[config.mk]
export PLATFORM = sky130hd
export DESIGN_NAME = hot_page_mig_filter
export DESIGN_NICKNAME = d
export VERILOG_FILES = /design/src/rtl/hot_page_mig_filter.sv
export SDC_FILE = /design/constraint.sdc
export NUM_CORES = 1
export LEC_CHECK = 0
export CAP_MARGIN = 20
export CORE_ASPECT_RATIO = 1.4
export CORE_MARGIN = 10
export CORE_UTILIZATION = 39
export DETAILED_ROUTE_END_ITERATION = 8
export GPL_TIMING_DRIVEN = 0
export PLACE_DENSITY_LB_ADDON = 0.1
export SYNTH_ARGS = -nofsm -noshare
export SYNTH_HDL_FRONTEND = slang
export SYNTH_SLANG_ARGS = --single-unit
export TNS_END_PERCENT = 5
[constraint.sdc]
create_clock -name clk -period 8.85 [get_ports clk]
set_clock_uncertainty 0.05 [all_clocks]
set_input_delay 1.77 -clock clk [delete_from_list [all_inputs] [get_ports clk]]
set_output_delay 1.77 -clock clk [all_outputs]
set_load 0.02 [all_outputs]
[src/rtl/hot_page_mig_filter.sv]
// ============================================================================
// hot_page_mig_filter
//
// Sits between the hot-page tracker and the migration engine. Each page index
// offered by the tracker is checked against a small history of recently
// issued pages; repeats are dropped. Pages that survive are rate-limited by a
// token bucket, converted to a byte address and presented to the migration
// engine. Saturating statistics counters are exposed for CSR readback.
//
// Only one request is in flight at a time. The input side is ready only while
// the controller is idle.
//
// Handshake rule (both ports): a transfer happens on a rising clk edge where
// valid and ready are both 1. Once out_valid rises, out_valid and out_addr
// hold steady until that edge. in_ready is combinational from the state
// register only, so it never depends on in_valid.
//
// Ports
//   clk             clock
//   rstn            asynchronous active-low reset
//   in_valid        page offered by the hot tracker (mig_addr_en)
//   in_addr         zero-extended page index (mig_addr)
//   in_ready        accept strobe to the hot tracker (mig_addr_ready)
//   out_valid       migration request valid
//   out_addr        page byte address {page, zeros}
//   out_ready       migration engine accepts the request
//   csr_enable      0: accepted inputs are discarded and never issued
//   csr_clear_hist  one-cycle pulse that invalidates the whole history
//   stat_issued     saturating count of output handshakes
//   stat_dup        saturating count of inputs dropped as history hits
//   stat_throttle   saturating count of cycles stalled on an empty bucket
//   dbg_state       controller state: 0 idle, 1 lookup, 2 wait, 3 issue
//   dbg_credit      current token-bucket level
// ============================================================================
module hot_page_mig_filter #(
    parameter int ADDR_SIZE     = 33,
    parameter int DATA_SIZE     = 21,
    parameter int HIST_DEPTH    = 8,
    parameter int MAX_CREDIT    = 4,
    parameter int REFILL_CYCLES = 256,
    parameter int CNT_W         = 32
) (
    input  logic                                 clk,
    input  logic                                 rstn,
    input  logic                                 in_valid,
    input  logic [ADDR_SIZE-1:0]                 in_addr,
    output logic                                 in_ready,
    output logic                                 out_valid,
    output logic [ADDR_SIZE-1:0]                 out_addr,
    input  logic                                 out_ready,
    input  logic                                 csr_enable,
    input  logic                                 csr_clear_hist,
    output logic [CNT_W-1:0]                     stat_issued,
    output logic [CNT_W-1:0]                     stat_dup,
    output logic [CNT_W-1:0]                     stat_throttle,
    output logic [1:0]                           dbg_state,
    output logic [$clog2(MAX_CREDIT+1)-1:0]      dbg_credit
);

    localparam int PTR_W = $clog2(HIST_DEPTH);
    localparam int TMR_W = $clog2(REFILL_CYCLES);
    localparam int CRD_W = $clog2(MAX_CREDIT + 1);
    localparam int OFF_W = ADDR_SIZE - DATA_SIZE;

    typedef enum logic [1:0] {
        S_IDLE   = 2'd0,
        S_LOOKUP = 2'd1,
        S_WAIT   = 2'd2,
        S_ISSUE  = 2'd3
    } state_t;

    state_t                 state;
    logic [DATA_SIZE-1:0]   cur_page;

    // History: page storage carries no reset, the valid bits decide what counts.
    logic [DATA_SIZE-1:0]   hist_page [HIST_DEPTH];
    logic [HIST_DEPTH-1:0]  hist_valid;
    logic [PTR_W-1:0]       wr_ptr;

    logic [TMR_W-1:0]       refill_tmr;
    logic [CRD_W-1:0]       credit;

    logic                   hist_hit;
    logic                   refill_tick;
    logic                   consume;
    logic                   out_hs;

    // Upper input bits are zero by contract and deliberately ignored.
    logic                   unused_in_upper;
    assign unused_in_upper = ^in_addr[ADDR_SIZE-1:DATA_SIZE];

    assign in_ready    = (state == S_IDLE);
    assign dbg_state   = state;
    assign dbg_credit  = credit;

    assign refill_tick = (refill_tmr == TMR_W'(REFILL_CYCLES - 1));
    assign consume     = (state == S_WAIT) && (credit != '0);
    assign out_hs      = (state == S_ISSUE) && out_ready;

    // Parallel compare of the pending page against every valid history slot.
    always_comb begin
        hist_hit = 1'b0;
        for (int i = 0; i < HIST_DEPTH; i++) begin
            if (hist_valid[i] && (hist_page[i] == cur_page)) begin
                hist_hit = 1'b1;
            end
        end
    end

    function automatic logic [CNT_W-1:0] sat_inc(input logic [CNT_W-1:0] v);
        return (&v) ? v : v + CNT_W'(1);
    endfunction

    // ------------------------------------------------------------------
    // Request controller with registered output port.
    // ------------------------------------------------------------------
    always_ff @(posedge clk or negedge rstn) begin
        if (!rstn) begin
            state         <= S_IDLE;
            cur_page      <= '0;
            out_valid     <= 1'b0;
            out_addr      <= '0;
            stat_issued   <= '0;
            stat_dup      <= '0;
            stat_throttle <= '0;
        end else begin
            case (state)
                S_IDLE: begin
                    if (in_valid) begin
                        cur_page <= in_addr[DATA_SIZE-1:0];
                        // With the filter disabled the input is still
                        // consumed so the tracker never stalls.
                        if (csr_enable) begin
                            state <= S_LOOKUP;
                        end
                    end
                end

                S_LOOKUP: begin
                    if (hist_hit) begin
                        stat_dup <= sat_inc(stat_dup);
                        state    <= S_IDLE;
                    end else begin
                        state    <= S_WAIT;
                    end
                end

                S_WAIT: begin
                    if (credit != '0) begin
                        out_valid <= 1'b1;
                        out_addr  <= {cur_page, {OFF_W{1'b0}}};
                        state     <= S_ISSUE;
                    end else begin
                        stat_throttle <= sat_inc(stat_throttle);
                    end
                end

                S_ISSUE: begin
                    if (out_ready) begin
                        out_valid   <= 1'b0;
                        stat_issued <= sat_inc(stat_issued);
                        state       <= S_IDLE;
                    end
                end

                default: state <= S_IDLE;
            endcase
        end
    end

    // ------------------------------------------------------------------
    // Token bucket. The timer free-runs; a refill landing on the same edge
    // as a consume cancels out.
    // ------------------------------------------------------------------
    always_ff @(posedge clk or negedge rstn) begin
        if (!rstn) begin
            refill_tmr <= '0;
            credit     <= CRD_W'(MAX_CREDIT);
        end else begin
            refill_tmr <= refill_tick ? '0 : refill_tmr + TMR_W'(1);
            case ({consume, refill_tick})
                2'b10:   credit <= credit - CRD_W'(1);
                2'b01: begin
                    if (credit != CRD_W'(MAX_CREDIT)) begin
                        credit <= credit + CRD_W'(1);
                    end
                end
                default: credit <= credit;
            endcase
        end
    end

    // ------------------------------------------------------------------
    // History bookkeeping. A clear pulse beats a simultaneous record, so a
    // page issued on the clearing edge is not remembered.
    // ------------------------------------------------------------------
    always_ff @(posedge clk or negedge rstn) begin
        if (!rstn) begin
            hist_valid <= '0;
            wr_ptr     <= '0;
        end else if (csr_clear_hist) begin
            hist_valid <= '0;
            wr_ptr     <= '0;
        end else if (out_hs) begin
            hist_valid[wr_ptr] <= 1'b1;
            // HIST_DEPTH is a power of two, so natural wrap overwrites the oldest.
            wr_ptr             <= wr_ptr + PTR_W'(1);
        end
    end

    always_ff @(posedge clk) begin
        if (out_hs && !csr_clear_hist) begin
            hist_page[wr_ptr] <= cur_page;
        end
    end

endmodule

==> flow_summary.ini <==
[run_status]
result_of_the_run = completed

[finish]
drive_gt1_frac = 0.1316
final_net_count = 1365
antenna_cells_inserted = 0
fillerInstances = 3392
core_utilization_of_the_finished_layout = 0.4884
layout.cell_area.non_filler_sq_um = 18270
area_growth_syn_to_layout_pct = 24.01
layout.cells.most_common_list = xnor2_1 (175), edfxtp_1 (168), dfrtp_1 (162)
layout_commonest_cell = xnor2_1

[setup_path]
worst-endpoint-required_ns = 9.04
critPathLaunchType = input port
cp_cell_sequence = clkdlybuf4s50_1 > and3_1 > clkbuf_1 > nand3_1 > nor2_2 > buf_8
endpoint_kind = register
class_of_the_most_critical_setup_path = input port to register
timing.critical_path.arrival_ns = 4.11
max_stage_delay_ns = 0.79
critPathMaxFanout = 13
crit_path_top_delay_cell = nor2_2

[cts]
cts_tree = built
cts_hold_buf = 0
clock_tree.root_cell = clkbuf_16
cts.repair.resized = 0
clk_path_buf_depth = 3
clock_tree.htree_level_count = 2
skew_pair_late_insertion_delay_ns = 0.53
tritoncts.num_buffers = 35
clkSlewWorstSetupHoldPaths_ns = 0.06
cts_setup_buffers = 0
cts.sink_count = 331

[global_route]
grt_start_max_net_pins = 109
grt_pass1_wl_um = 62600
grt_antenna_before_repair = 1
global_route.overflow_total = 0
first_global_vias = 9707
grt.total_usage = 0.1801

[logic_synthesis]
yosysUniqueCellTypes = 59
number_of_enable_type_register_cells_in_the_synthesized_netlist = 168
post_synth_instance_area_sq_um = 14730
async_flop_share = 0.4924
yosys_warns = 0
syn_inst = 1110
seq_area_frac_synth = 0.6193
postSynth.topFlopCell = edfxtp_1
syn_avg_cell_area_sq_um = 13.27
synth.ff_latch_count = 331

[floorplanning]
placementRows = 84
fp.dieArea_sq_um = 46060
top_level_i_o_count = 175
floorplan.die.height_um = 250.0
coreArea_sq_um = 37420
initial_core_utilization = 0.3938
die_w_um = 184.3

[power_and_ir_drop]
power_density_nw_per_um2 = 264.7
leakagePower_nw = 6.891
ir_worst_vdd_v = 0.0001361
final_power_mw = 4.836

[sta]
transition_time_of_the_tightest_slew_check_pin_ns = 0.9728
layout_setup_ws_ns = 4.922
timing_hold_violations_final = 0
unrepaired_setup_endpoints_after_global_routing = no
final-setup-viol-count = 0
max_slew_margin = 0.3515
min_period_ns = 3.928
max_clock_freq_mhz = 254.6
layout_worst_path_cycle_share = 0.4439
tns_ns = 0
timing_max_transition_violations_final = 0

[placement]
globalplace.congestion = 0.8549
hpwl_um = 29930
post_dp_cell_area_sq_um = 17080
preCtsSetupSlack_ns = 4.244
port-buffer-count = 150

[hold_path]
hp-class = register to register

[drt]
route.detailed.wl_per_inst_um = 22.64
antenna_left = 0
first_drt_pass_iteration_count = 5
drt_total_wl_um = 41150
dr.first_iter.drc_count = 443
drcViolationCount = 0
vias = 9484
route.detailed.vias_per_inst = 5.217

[flow_run]
max_cap_viol_count = 0
## area by class of cell
type	instances	area [sq um]	area share
Tap cell	473	591.8	0.03239
Clock inverter	11	181.4	0.009929
Timing Repair Buffer	162	1685	0.09224
Sequential cell	331	9125	0.4994
Clock buffer	51	1008	0.05519
Buffer	44	265.3	0.01452
Multi-Input combinational cell	724	5333	0.2918
Inverter	22	82.58	0.004519
## path summary, 6_finish.rpt
| check | cells past startpoint | startpoint | to | slack (ns) |
|---|---|---|---|---|
| min in group asynchronous | 1 | rstn | stat_issued[11] | 1.12 |
| setup / recovery | 6 | out_ready | hist_page[7][4] | 4.92 |
| hold reg to reg | 1 | refill_tmr[0] | refill_tmr[0] | 0.43 |
| max in group asynchronous | 2 | rstn | out_addr[25] | 6.65 |
| setup reg to reg | 9 | cur_page[19] | stat_dup[1] | 4.96 |
| hold / removal | 1 | refill_tmr[0] | refill_tmr[0] | 0.43 |
## cells by family (layout without fill, tap and decap cells)
kind of cell / count (synthesis) / count (layout) / share of synthesized area
AO/OA/AOI/OAI: 37 / 37 / 0.01749
XOR/XNOR: 266 / 266 / 0.1581
multiplexers: 43 / 43 / 0.03286
adder cells (fa/ha/maj): 6 / 6 / 0.005605
AND/OR/NAND/NOR: 360 / 360 / 0.1427
flip-flops: 331 / 331 / 0.6193
buffers and inverters: 66 / 290 / 0.02361
other: 1 / 12 / 0.0002545
## synthesized netlist by cell type (3+ instances only)
| library cell | number | area share |
|---|---|---|
| a21o_1 | 9 | 0.0046 |
| a21oi_1 | 8 | 0.0027 |
| and2_1 | 11 | 0.0047 |
| and3_1 | 13 | 0.0055 |
| and4_1 | 11 | 0.0065 |
| buf_2 | 20 | 0.0068 |
| buf_4 | 14 | 0.0071 |
| buf_6 | 3 | 0.0023 |
| clkbuf_1 | 6 | 0.0015 |
| dfrtp_1 | 162 | 0.28 |
| edfxtp_1 | 168 | 0.34 |
| ha_1 | 5 | 0.0042 |
| inv_1 | 21 | 0.0054 |
| mux2_2 | 42 | 0.032 |
| nand2_1 | 57 | 0.015 |
| nand2b_1 | 4 | 0.0017 |
| nand3_1 | 41 | 0.014 |
| nand4_1 | 76 | 0.032 |
| nand4b_1 | 5 | 0.0030 |
| nor2_1 | 37 | 0.0094 |
| nor2b_1 | 6 | 0.0025 |
| nor3_1 | 24 | 0.0082 |
| nor3_2 | 6 | 0.0041 |
| nor3b_1 | 3 | 0.0015 |
| nor4_1 | 35 | 0.015 |
| nor4_2 | 4 | 0.0034 |
| o211ai_1 | 3 | 0.0015 |
| o21ai_0 | 6 | 0.0020 |
| or2_2 | 5 | 0.0021 |
| or3_1 | 7 | 0.0030 |
| xnor2_1 | 175 | 0.10 |
| xor2_1 | 91 | 0.054 |
## registers in the layout, summed over array words and instances (netlist names), named ones only
| signal | flops |
|---|---|
| dbg_state | 1 |
| stat_throttle | 32 |
| refill_tmr | 8 |
| cur_page | 21 |
| hist_page | 168 |
| stat_issued | 32 |
| stat_dup | 32 |
| out_valid | 1 |
| hist_valid | 8 |
| wr_ptr | 3 |
| dbg_credit | 3 |
| out_addr | 21 |
## per-stage QoR
stage / instances / hold slack [ns]
after floorplan: 1121 / 0.3979
after global placement: 1744 / 0.4105
after detailed placement: 1755 / 0.4185
final: 1818 / 0.4348
after CTS: 1817 / 0.4364
after global routing: 1818 / 0.4533
## power breakdown
group,total [mW],internal [mW],switching [mW]
Sequential,2.04,1.83,0.208
Combinational,1.25,0.455,0.791
Clock,1.55,0.937,0.614
Total,4.84,3.22,1.61
## critical path: cells and delay by family
kind	cells	cell delay, ns
buf+inv	3	1.03
simple gates	3	1.29
## metal layers
layer  GRT usage  vias up  share of wire
met2      0.3117      256           0.51
met5           0        -        0.00032
li1            -     4395              -
met3     0.04188       71          0.062
met1      0.2135     4760           0.40
met4     0.06149        2          0.030
Power figures use the tool's default switching activity.
